`src/rtl/i2c_pkg.sv`:
```
// Shared definitions for the I2C serial-EEPROM slave: FSM state codes and bus constants.
package i2c_pkg;

    localparam int unsigned STATE_W   = 4;
    localparam int unsigned BIT_CNT_W = 4;

    localparam logic [STATE_W-1:0] ST_IDLE      = 4'd0;
    localparam logic [STATE_W-1:0] ST_DEV_ADDR  = 4'd1;
    localparam logic [STATE_W-1:0] ST_DEV_ACK   = 4'd2;
    localparam logic [STATE_W-1:0] ST_WADDR     = 4'd3;
    localparam logic [STATE_W-1:0] ST_ADDR_ACK  = 4'd4;
    localparam logic [STATE_W-1:0] ST_WR_DATA   = 4'd5;
    localparam logic [STATE_W-1:0] ST_WR_ACK    = 4'd6;
    localparam logic [STATE_W-1:0] ST_RD_DATA   = 4'd7;
    localparam logic [STATE_W-1:0] ST_RD_ACK    = 4'd8;
    localparam logic [STATE_W-1:0] ST_IDLE_WAIT = 4'd9;

    localparam logic       I2C_ACK         = 1'b0;
    localparam logic       I2C_NACK        = 1'b1;
    localparam logic [3:0] EEPROM_DEV_TYPE = 4'b1010;

endpackage

```
`src/rtl/i2c_eeprom_slave_sync.sv`:
```
// Bus oversampling: synchronisers on SCL/SDA plus one edge-detect register,
// producing single-clk SCL edge and START/STOP pulses.
module i2c_bus_sync_det #(
    parameter int unsigned SYNC_STAGES = 2
) (
    input  logic clk,
    input  logic rst_n,
    input  logic scl_i,
    input  logic sda_i,
    output logic sda_s_o,
    output logic scl_rise_c_o,
    output logic scl_fall_c_o,
    output logic start_c_o,
    output logic stop_c_o
);

    logic [SYNC_STAGES-1:0] scl_sync_q;
    logic [SYNC_STAGES-1:0] sda_sync_q;
    logic                   scl_prev_q;
    logic                   sda_prev_q;
    logic                   scl_s;
    logic                   sda_s;

    // Reset to the idle-bus level so no spurious edge is seen after reset.
    always_ff @(posedge clk or negedge rst_n) begin
        if (!rst_n) begin
            scl_sync_q <= '1;
            sda_sync_q <= '1;
            scl_prev_q <= 1'b1;
            sda_prev_q <= 1'b1;
        end else begin
            scl_sync_q <= {scl_sync_q[SYNC_STAGES-2:0], scl_i};
            sda_sync_q <= {sda_sync_q[SYNC_STAGES-2:0], sda_i};
            scl_prev_q <= scl_s;
            sda_prev_q <= sda_s;
        end
    end

    assign scl_s        = scl_sync_q[SYNC_STAGES-1];
    assign sda_s        = sda_sync_q[SYNC_STAGES-1];
    assign sda_s_o      = sda_s;
    assign scl_rise_c_o = scl_s & ~scl_prev_q;
    assign scl_fall_c_o = ~scl_s & scl_prev_q;
    assign start_c_o    = scl_s & scl_prev_q & sda_prev_q & ~sda_s;
    assign stop_c_o     = scl_s & scl_prev_q & ~sda_prev_q & sda_s;

endmodule

```
`src/rtl/i2c_eeprom_slave.sv`:
```
// 24xx-family serial-EEPROM slave with internal memory, oversampling the open-drain
// I2C bus on the system clock. Supports 1/2-byte word address, page writes and write protect.
module i2c_eeprom_slave
    import i2c_pkg::*;
#(
    parameter logic [3:0]  DEV_TYPE    = EEPROM_DEV_TYPE,
    parameter int unsigned ADDR_BYTES  = 1,
    parameter int unsigned MEM_DEPTH   = 256,
    parameter int unsigned PAGE_SIZE   = 8,
    parameter int unsigned SYNC_STAGES = 2
) (
    input  logic       clk,
    input  logic       rst_n,
    input  logic       scl_i,
    input  logic       sda_i,
    output logic       sda_oe,
    input  logic [2:0] a_pins,
    input  logic       wp,
    output logic       busy,
    output logic       wr_pulse
);

    localparam int unsigned   AW        = $clog2(MEM_DEPTH);
    localparam logic [AW-1:0] PAGE_MASK = AW'(PAGE_SIZE - 1);
    localparam logic          ADDR_LAST = 1'(ADDR_BYTES - 1);

    logic                 sda_s, scl_rise_c, scl_fall_c, start_c, stop_c;
    logic [STATE_W-1:0]   state_q, state_d;
    logic [BIT_CNT_W-1:0] bit_cnt_q, bit_cnt_d;
    logic [6:0]           shift_q, shift_d;
    logic [AW-1:0]        ptr_q, ptr_d;
    logic                 addr_cnt_q, addr_cnt_d;
    logic                 rw_q, rw_d;
    logic                 sda_oe_q, sda_oe_d;
    logic                 wr_pulse_q, wr_pulse_d;
    logic                 busy_q;
    logic                 mem_we_c;
    logic                 dev_match_c;
    logic [7:0]           byte_in_c;
    logic [7:0]           rd_byte_c;
    logic [7:0]           mem_q [MEM_DEPTH];

    i2c_bus_sync_det #(.SYNC_STAGES(SYNC_STAGES)) u_sync (
        .clk          (clk),
        .rst_n        (rst_n),
        .scl_i        (scl_i),
        .sda_i        (sda_i),
        .sda_s_o      (sda_s),
        .scl_rise_c_o (scl_rise_c),
        .scl_fall_c_o (scl_fall_c),
        .start_c_o    (start_c),
        .stop_c_o     (stop_c)
    );

    assign byte_in_c   = {shift_q, sda_s};
    assign dev_match_c = (byte_in_c[7:4] == DEV_TYPE) && (byte_in_c[3:1] == a_pins);
    assign rd_byte_c   = mem_q[ptr_q];

    always_ff @(posedge clk) begin
        if (mem_we_c) mem_q[ptr_q] <= byte_in_c;
    end

    always_ff @(posedge clk or negedge rst_n) begin
        if (!rst_n) begin
            state_q    <= ST_IDLE;
            bit_cnt_q  <= '0;
            shift_q    <= '0;
            ptr_q      <= '0;
            addr_cnt_q <= 1'b0;
            rw_q       <= 1'b0;
            sda_oe_q   <= 1'b0;
            wr_pulse_q <= 1'b0;
            busy_q     <= 1'b0;
        end else begin
            state_q    <= state_d;
            bit_cnt_q  <= bit_cnt_d;
            shift_q    <= shift_d;
            ptr_q      <= ptr_d;
            addr_cnt_q <= addr_cnt_d;
            rw_q       <= rw_d;
            sda_oe_q   <= sda_oe_d;
            wr_pulse_q <= wr_pulse_d;
            busy_q     <= (state_d != ST_IDLE);
        end
    end

    // In the ACK states sda_oe_q doubles as the phase flag: first SCL fall drives, second releases.
    always_comb begin
        state_d    = state_q;
        bit_cnt_d  = bit_cnt_q;
        shift_d    = shift_q;
        ptr_d      = ptr_q;
        addr_cnt_d = addr_cnt_q;
        rw_d       = rw_q;
        sda_oe_d   = sda_oe_q;
        wr_pulse_d = 1'b0;
        mem_we_c   = 1'b0;
        if (start_c) begin
            state_d   = ST_DEV_ADDR;
            bit_cnt_d = '0;
            sda_oe_d  = 1'b0;
        end else if (stop_c) begin
            state_d   = ST_IDLE;
            bit_cnt_d = '0;
            sda_oe_d  = 1'b0;
        end else begin
            case (state_q)
                ST_DEV_ADDR, ST_WADDR, ST_WR_DATA: begin
                    if (scl_rise_c) begin
                        shift_d   = byte_in_c[6:0];
                        bit_cnt_d = bit_cnt_q + 4'd1;
                        if (bit_cnt_q == 4'd7) begin
                            bit_cnt_d = '0;
                            if (state_q == ST_DEV_ADDR) begin
                                rw_d    = byte_in_c[0];
                                state_d = dev_match_c ? ST_DEV_ACK : ST_IDLE;
                            end else if (state_q == ST_WADDR) begin
                                ptr_d   = AW'({ptr_q, byte_in_c});
                                state_d = ST_ADDR_ACK;
                            end else begin
                                mem_we_c   = ~wp;
                                wr_pulse_d = ~wp;
                                ptr_d      = (ptr_q & ~PAGE_MASK) | ((ptr_q + AW'(1)) & PAGE_MASK);
                                state_d    = ST_WR_ACK;
                            end
                        end
                    end
                end
                ST_DEV_ACK: begin
                    if (scl_fall_c) begin
                        if (!sda_oe_q) begin
                            sda_oe_d = ~I2C_ACK;
                        end else if (rw_q) begin
                            state_d   = ST_RD_DATA;
                            shift_d   = rd_byte_c[6:0];
                            sda_oe_d  = ~rd_byte_c[7];
                            bit_cnt_d = '0;
                        end else begin
                            state_d    = ST_WADDR;
                            sda_oe_d   = 1'b0;
                            addr_cnt_d = 1'b0;
                        end
                    end
                end
                ST_ADDR_ACK: begin
                    if (scl_fall_c) begin
                        if (!sda_oe_q) begin
                            sda_oe_d = ~I2C_ACK;
                        end else begin
                            sda_oe_d = 1'b0;
                            if (addr_cnt_q == ADDR_LAST) begin
                                state_d = ST_WR_DATA;
                            end else begin
                                addr_cnt_d = 1'b1;
                                state_d    = ST_WADDR;
                            end
                        end
                    end
                end
                ST_WR_ACK: begin
                    if (scl_fall_c) begin
                        if (!sda_oe_q) begin
                            sda_oe_d = ~I2C_ACK;
                        end else begin
                            sda_oe_d = 1'b0;
                            state_d  = ST_WR_DATA;
                        end
                    end
                end
                ST_RD_DATA: begin
                    if (scl_rise_c) begin
                        bit_cnt_d = bit_cnt_q + 4'd1;
                    end else if (scl_fall_c) begin
                        if (bit_cnt_q == 4'd8) begin
                            sda_oe_d = 1'b0;
                            ptr_d    = ptr_q + AW'(1);
                            state_d  = ST_RD_ACK;
                        end else if (bit_cnt_q != 4'd0) begin
                            sda_oe_d = ~shift_q[6];
                            shift_d  = {shift_q[5:0], 1'b0};
                        end
                    end
                end
                ST_RD_ACK: begin
                    // bit_cnt 9 marks "master ACKed, send next byte on the coming fall".
                    if (scl_rise_c) begin
                        if (sda_s == I2C_NACK) state_d = ST_IDLE_WAIT;
                        else                   bit_cnt_d = 4'd9;
                    end else if (scl_fall_c && bit_cnt_q == 4'd9) begin
                        state_d   = ST_RD_DATA;
                        shift_d   = rd_byte_c[6:0];
                        sda_oe_d  = ~rd_byte_c[7];
                        bit_cnt_d = '0;
                    end
                end
                default: ;
            endcase
        end
    end

    assign sda_oe   = sda_oe_q;
    assign busy     = busy_q;
    assign wr_pulse = wr_pulse_q;

endmodule

```
`config.mk`:
```
export PLATFORM = sky130hd
export DESIGN_NAME = i2c_eeprom_slave
export DESIGN_NICKNAME = d
export VERILOG_FILES = /design/src/rtl/i2c_pkg.sv /design/src/rtl/i2c_eeprom_slave_sync.sv /design/src/rtl/i2c_eeprom_slave.sv
export SDC_FILE = /design/constraint.sdc
export NUM_CORES = 2
export LEC_CHECK = 0
export CAP_MARGIN = 20
export CORE_AREA = 4 4 392 394
export DETAILED_ROUTE_END_ITERATION = 8
export DIE_AREA = 0 0 396 398
export HOLD_SLACK_MARGIN = 0.05
export PLACE_DENSITY = 0.7
export SYNTH_ARGS = -nofsm -noshare
export SYNTH_HDL_FRONTEND = slang
export SYNTH_SLANG_ARGS = --single-unit
export TNS_END_PERCENT = 30
```
`constraint.sdc`:
```
create_clock -name clk -period 7.6 [get_ports clk]
set_clock_uncertainty 0.1 [all_clocks]
set_input_delay 1.14 -clock clk [delete_from_list [all_inputs] [get_ports clk]]
set_output_delay 1.14 -clock clk [all_outputs]
set_load 0.02 [all_outputs]
```
# Yosys cells after proc, flatten, opt, wreduce, memory -nomap -nowiden
# Memory sizes are Yosys's and may differ from the RTL's.
# Cells that the tools add are included.
[word_totals]
register_bits = 34
mem_bits_rw = 2048
input_bits = 8
out_inout_bits = 3
wordCells = 175
memories = 1
[memory_table]
columns = ["name", "words", "word_bits", "read_ports", "rd_clocked_by_memory_dff", "wr", "line_no", "text"]
rows = [
  ["mem_q", 256, 8, 1, 0, 1, "i2c_eeprom_slave.sv:41", "logic [7:0] mem_q [MEM_DEPTH];"],
]
[classes]
n_addsub = 2
eq_ne = 42
muxes = 83
n_bitwise = 17
n_reduce_logical = 17
[ops]
columns = ["op", "n"]
rows = [
  ["2-to-1 mux 4 bit", 27],
  ["2-to-1 mux 7 bit", 10],
  ["2-to-1 mux 8 bit", 7],
  ["!= test 4 bit, second input constant", 9],
  ["!= test 2 bit, second input constant", 16],
  ["2-to-1 mux 1 bit", 28],
  ["case mux 7 bit (4 select lines)", 1],
  ["case mux 4 bit (6 select lines)", 1],
  ["AND reduction 8 bit", 3],
  ["equality test 4 x 3 -> 1 bit, second input constant", 5],
  ["equality test 4 bit, second input constant", 4],
  ["case mux 4 bit (4 select lines)", 1],
  ["case mux 8 bit (2 select lines)", 1],
  ["!= test 5 bit, second input constant", 3],
  ["AND reduction 13 bit", 1],
  ["nonzero test 4 bit", 3],
  ["nonzero test 6 bit", 2],
  ["2-to-1 mux 3 bit", 3],
  ["inverter 1 bit", 9],
  ["AND reduction 9 bit", 1],
  ["adder 8 x 1 -> 8 bit, second input constant", 1],
  ["equality test 4 x 2 -> 1 bit, second input constant", 2],
  ["OR 8 x 3 -> 8 bit", 1],
  ["AND 1 bit", 7],
  ["12 further kinds", 15],
]

# Depth between registers and ports, before layout
[depth]
word_depth = 10
mapped_depth = 13
depth_no_buf = 9

# By module
# From an unflattened synthesis, not the netlist that was laid out.
[unflattened]
cells_unflattened = 4026
area_unflattened_um2 = 81584.5
[by_module_without_submodules]
columns = ["mod", "n_inst", "cells_per_inst", "area_per_inst_um2", "seq_area_each_um2"]
rows = [
  ["i2c_eeprom_slave", 1, 4016, 81394.3, 62174.6],
  ["i2c_bus_sync_det", 1, 10, 190.2, 157.7],
]

# Worst setup path before layout
# No wires, ideal clock.
[synth_timing]
path_type = "flip-flop to flip-flop"
startpoint = "register shift_q[0]"
endpoint = "register busy_q, in the netlist busy"
setup_time_ns = 0.139
arrival_time_ns = 4.569
required_ns = 7.361
path_slack_ns = 2.792
path_stages_with_launch = 7
n_path_buf = 0
period_less_slack_ns = 4.808
path_cell_list = "dfrtp_1 xnor2_1 nand4_1 a21oi_1 nor4b_1 nor2_1 or4_1"
[synth_via]
elab_chain_len = 10
[synth_lines]
columns = ["element", "line_no", "text"]
rows = [
  ["start, declared", "i2c_eeprom_slave.sv:30", "logic [6:0] shift_q, shift_d;"],
  ["start signal, assigned", "i2c_eeprom_slave.sv:77", "shift_q <= shift_d;"],
  ["equality test 3 bit", "i2c_eeprom_slave.sv:56", "assign dev_match_c = (byte_in_c[7:4] == DEV_TYPE) && (byte_in_c[3:1] == a_pins);"],
  ["logical AND 1 bit", "i2c_eeprom_slave.sv:56", ""],
  ["2-to-1 mux 2 bit", "i2c_eeprom_slave.sv:116", "state_d = dev_match_c ? ST_DEV_ACK : ST_IDLE;"],
  ["2-to-1 mux 3 bit", "i2c_eeprom_slave.sv:114", "if (state_q == ST_DEV_ADDR) begin"],
  ["2-to-1 mux 4 bit", "i2c_eeprom_slave.sv:112", "if (bit_cnt_q == 4'd7) begin"],
  ["2-to-1 mux 4 bit", "i2c_eeprom_slave.sv:109", "if (scl_rise_c) begin"],
  ["case mux 4 bit (6 select lines)", "i2c_eeprom_slave.sv:107", "case (state_q)"],
  ["2-to-1 mux 4 bit", "i2c_eeprom_slave.sv:102", "end else if (stop_c) begin"],
  ["2-to-1 mux 4 bit", "i2c_eeprom_slave.sv:98", "if (start_c) begin"],
  ["via state_d[1]", "i2c_eeprom_slave.sv:28", "logic [STATE_W-1:0] state_q, state_d;"],
  ["nonzero test 4 bit", "i2c_eeprom_slave.sv:83", "busy_q <= (state_d != ST_IDLE);"],
  ["end signal, assigned", "i2c_eeprom_slave.sv:83", ""],
  ["end, declared", "i2c_eeprom_slave.sv:36", "logic busy_q;"],
]
# The timed path passes the listed nets, and every way through them passes these cells.
# A chain may end at the register's enable or synchronous reset.

# Worst setup path in the final report
[layout_timing]
startpoint = "register ptr_q[0]"
endpoint = "register shift_q[5]"
[layout_via]
elab_chain_len = 5
elab_cells_between_ends = 7
cone_classes = "mux: 6; memory: 1"
[layout_lines]
columns = ["element", "line_no", "text"]
rows = [
  ["start, declared", "i2c_eeprom_slave.sv:31", "logic [AW-1:0] ptr_q, ptr_d;"],
  ["start signal, assigned", "i2c_eeprom_slave.sv:78", "ptr_q <= ptr_d;"],
  ["memory read (256 x 8 bit) *", "n/a", ""],
  ["2-to-1 mux 7 bit", "i2c_eeprom_slave.sv:133", "end else if (rw_q) begin"],
  ["2-to-1 mux 7 bit", "i2c_eeprom_slave.sv:131", "if (!sda_oe_q) begin"],
  ["2-to-1 mux 7 bit", "i2c_eeprom_slave.sv:130", "if (scl_fall_c) begin"],
  ["case mux 7 bit (4 select lines) *", "i2c_eeprom_slave.sv:107", ""],
]
# Mark *: on every way between the ends. The rest lies on a longest branch, timed or not. The select of a mux whose other input is x is not followed.

==> flow_summary.json <==
{
  "status": "completed",
  "via_per_inst": 6.60,
  "worstPathMaxFanout": 44,
  "clock_path_buffers": 3,
  "use_met3_pct": 6.25,
  "yosys_most_used_dff": "edfxtp_1",
  "use_met1_pct": 38.1,
  "die_w_microns": 396,
  "holdBufCountCts": 0,
  "ctsResizeCount": 0,
  "cpMostUsedCell": "buf_4",
  "start_util_pct": 54.9,
  "cp-endpoint": "shift_q[5]",
  "gr-max-usage-layer": "met2",
  "clock-root-buffer": "clkbuf_16",
  "syn_area_sq_um": 82200,
  "syn_nets": 4016,
  "ys_seq_area_share_pct": 75.8,
  "layout-drive-gt1-share_pct": 22.1,
  "leakage_nw": 27.1,
  "irDropWorstVdd_v": 0.000278,
  "crit_path_start": "ptr_q[0]",
  "setup.worst_path.class": "reg -> reg",
  "vias": 41300,
  "num_io_pins": 11,
  "dp.cells": 5876,
  "drt-initial-drc-count": 5787,
  "r2r_setup_slack_ps": 2700,
  "overflow": 0,
  "finalPower_mw": 29.7,
  "cp.depth": 9,
  "clock_latency_ps": 840,
  "synth_area_per_cell_sq_um": 20.6,
  "powerDensity_nw_per_um2": 327,
  "required_ps": 8230,
  "synth_cell_types": 81,
  "clkSinkCount": 2081,
  "period_needed_ps": 4900,
  "wl_per_cell_microns": 33.1,
  "pwr-share-comb_pct": 19.5,
  "timing.rr.end": "shift_q[5]",
  "gp_congestion": 0.884,
  "final_nets": 4079,
  "grt_max_degree": 225,
  "core_area_sq_um": 150000,
  "antenna_found_initial": 4,
  "setup_violations": 0,
  "p_sw_mw": 8.29,
  "synth_most_common_cell": "edfxtp_1",
  "hold_viol_final": 0,
  "maxCapViolCount": 0,
  "crit_chain": "buf_4, nor2b_4, buf_4, a22o_1, nor3_1, a2111oi_0, nand2_1, a31oi_1, o21ai_1",
  "hp-class": "reg -> reg",
  "reg2reg_depth": 9,
  "first_pass_iters": 8,
  "dp_hpwl_microns": 124000,
  "area_growth_pct": 10.2,
  "clkPwrFrac_pct": 32.4,
  "whs_ps": 268,
  "fmaxAchievable_mhz": 204,
  "power_frac_seq_pct": 48.1,
  "critical_path.n_buffers_inverters": 2,
  "critical_path_arrival_ps": 5530,
  "rows": 142,
  "design.die.area_sq_um": 158000,
  "wl_microns": 207000,
  "max_stage_delay_ps": 1070,
  "cts_made_buffers": 200,
  "synth_area_leaders": "edfxtp_1 75%, mux4_2 13%, mux2i_1 2.7%",
  "port_buffers": 10,
  "yosysTopAreaCell": "edfxtp_1",
  "die_h_microns": 398,
  "clk_pin_slew_ps": 60,
  "grt_usage_pct": 26.6,
  "rsz0062_at_grt": "no",
  "met2_usage_pct": 39.9,
  "setup_tns_ps": 0,
  "grt_pass1_vias": 40900,
  "maxSlewViolCount": 0,
  "synth.top_cell.area_share_pct": 74.8,
  "syn_inst": 4001,
  "start_kind": "flip-flop",
  "synth_common_cells": "2048 x edfxtp_1, 472 x mux4_2, 302 x nor2_1, 223 x mux2i_1, 136 x nand2_1",
  "intPower_mw": 21.4,
  "drt.antenna.violating_nets": 0,
  "tritoncts": "done",
  "ys_ff_latch": 2081,
  "layout.cells.non_filler": 6252,
  "post-cts-setup-buffers": 0,
  "post-route-period-util_pct": 64.5,
  "yosysWarnings": 0,
  "switching_share_pct": 27.9,
  "synthArstFlopShare_pct": 1.59,
  "synth-edff-count": 2048,
  "htreeDepth": 4,
  "grt_pass1_wl_microns": 300000,
  "rr_startpoint": "ptr_q[0]",
  "worst_slew_pin_slew_ps": 1210,
  "critPathTopFamily": "compound AO/OA/AOI/OAI gates",
  "cp-end-kind": "flip-flop",
  "slowest_stage": "dfrtp_4",
  "slew_headroom_pct": 19.2,
  "drc": 0
}
## sequential cells by signal, indices dropped and copies added (netlist names)
| name | count |
|---|---|
| mem_q | 2048 |
| ptr_q | 8 |
| shift_q | 7 |
| bit_cnt_q | 4 |
| state_q | 4 |
| u_sync.scl_sync_q | 2 |
| u_sync.sda_sync_q | 2 |
| busy | 1 |
| rw_q | 1 |
| sda_oe | 1 |
| u_sync.scl_prev_q | 1 |
| u_sync.sda_prev_q | 1 |
| wr_pulse | 1 |
## layout by cell type (no fill, tap or decap), types with 9 or more instances in the layout
cell type / n
edfxtp_1: 2048
mux4_2: 472
nor2_1: 302
mux2i_1: 223
clkbuf_16: 202
nand2_1: 136
buf_4: 78
a21oi_1: 64
nand3_1: 50
o21ai_0: 49
clkinv_1: 47
a22oi_1: 44
clkinv_2: 43
clkbuf_1: 33
mux2_2: 29
o22ai_1: 26
nor3_1: 20
a31oi_1: 18
a22o_1: 16
inv_1: 15
nor2b_1: 15
a221oi_1: 15
dfrtp_1: 15
and3_1: 14
clkinvlp_4: 14
nand4_1: 13
bufinv_16: 13
buf_12: 11
dfrtp_4: 11
inv_6: 9
clkdlybuf4s50_1: 9
## worst min-delay path by stage
stage / cells past startpoint / slack [ps] / start / to
after floorplan: 0 / 250 / u_sync.scl_sync_q[0] / u_sync.scl_sync_q[1]
after global placement: 0 / 260 / u_sync.sda_sync_q[0] / u_sync.sda_sync_q[1]
after detailed placement: 0 / 250 / u_sync.sda_sync_q[0] / u_sync.sda_sync_q[1]
after CTS: 0 / 270 / u_sync.sda_sync_q[0] / u_sync.sda_sync_q[1]
after global routing: 0 / 270 / u_sync.sda_sync_q[0] / u_sync.sda_sync_q[1]
final: 0 / 270 / u_sync.sda_sync_q[0] / u_sync.sda_sync_q[1]
## through the flow
step / cell area, sq um / utilization [%] / setup WS [ps]
after global placement: 84100 / 56.2 / 1690
after floorplan: 82200 / - / 2790
after detailed placement: 84200 / 56.2 / 2670
final: 90600 / 60.5 / 2700
after CTS: 90600 / 60.5 / 2650
after global routing: 90600 / 60.5 / 2460
## power by group through the flow
stage / combinational, mW / sequential [mW] / clock, mW
2_1_floorplan: 3.59 / 15.0 / 0
3_3_place_gp: 5.69 / 14.5 / 0
3_5_place_dp: 5.76 / 14.5 / 0
4_1_cts: 5.78 / 14.3 / 9.72
5_1_grt: 6.09 / 14.3 / 10.2
6_report: 5.79 / 14.3 / 9.62
## cell type report
type                    instances  area (sq um)
multi-input cells            1660         18300
clock inverters               136          1150
inverters                      17          63.8
well taps                    2016          2520
clock buffers                 235          5180
flip-flops and latches       2081         62400
diodes                          3          7.51
repair buffers                104           973
fillers                     10400         59200
## per-layer routing
layer  up-vias  share of wire [%]
met3       463                 11
met5         -             0.0063
li1      16600                  -
met1     21600                 38
met2      2550                 46
met4         2                4.7
## cell families (layout without fill, tap and decap cells)
logic type | Yosys count | count (layout) | synth area share [%]
AO/OA/AOI/OAI | 297 | 297 | 2.44
XOR/XNOR | 5 | 5 | 0.0533
multiplexers | 729 | 729 | 16.2
buffers and inverters | 260 | 492 | 1.99
flip-flops | 2081 | 2081 | 75.8
adder cells (fa/ha/maj) | 7 | 7 | 0.107
other | 0 | 3 | 0
AND/OR/NAND/NOR | 622 | 622 | 3.41
No activity file was read; power rests on OpenSTA's default activity.
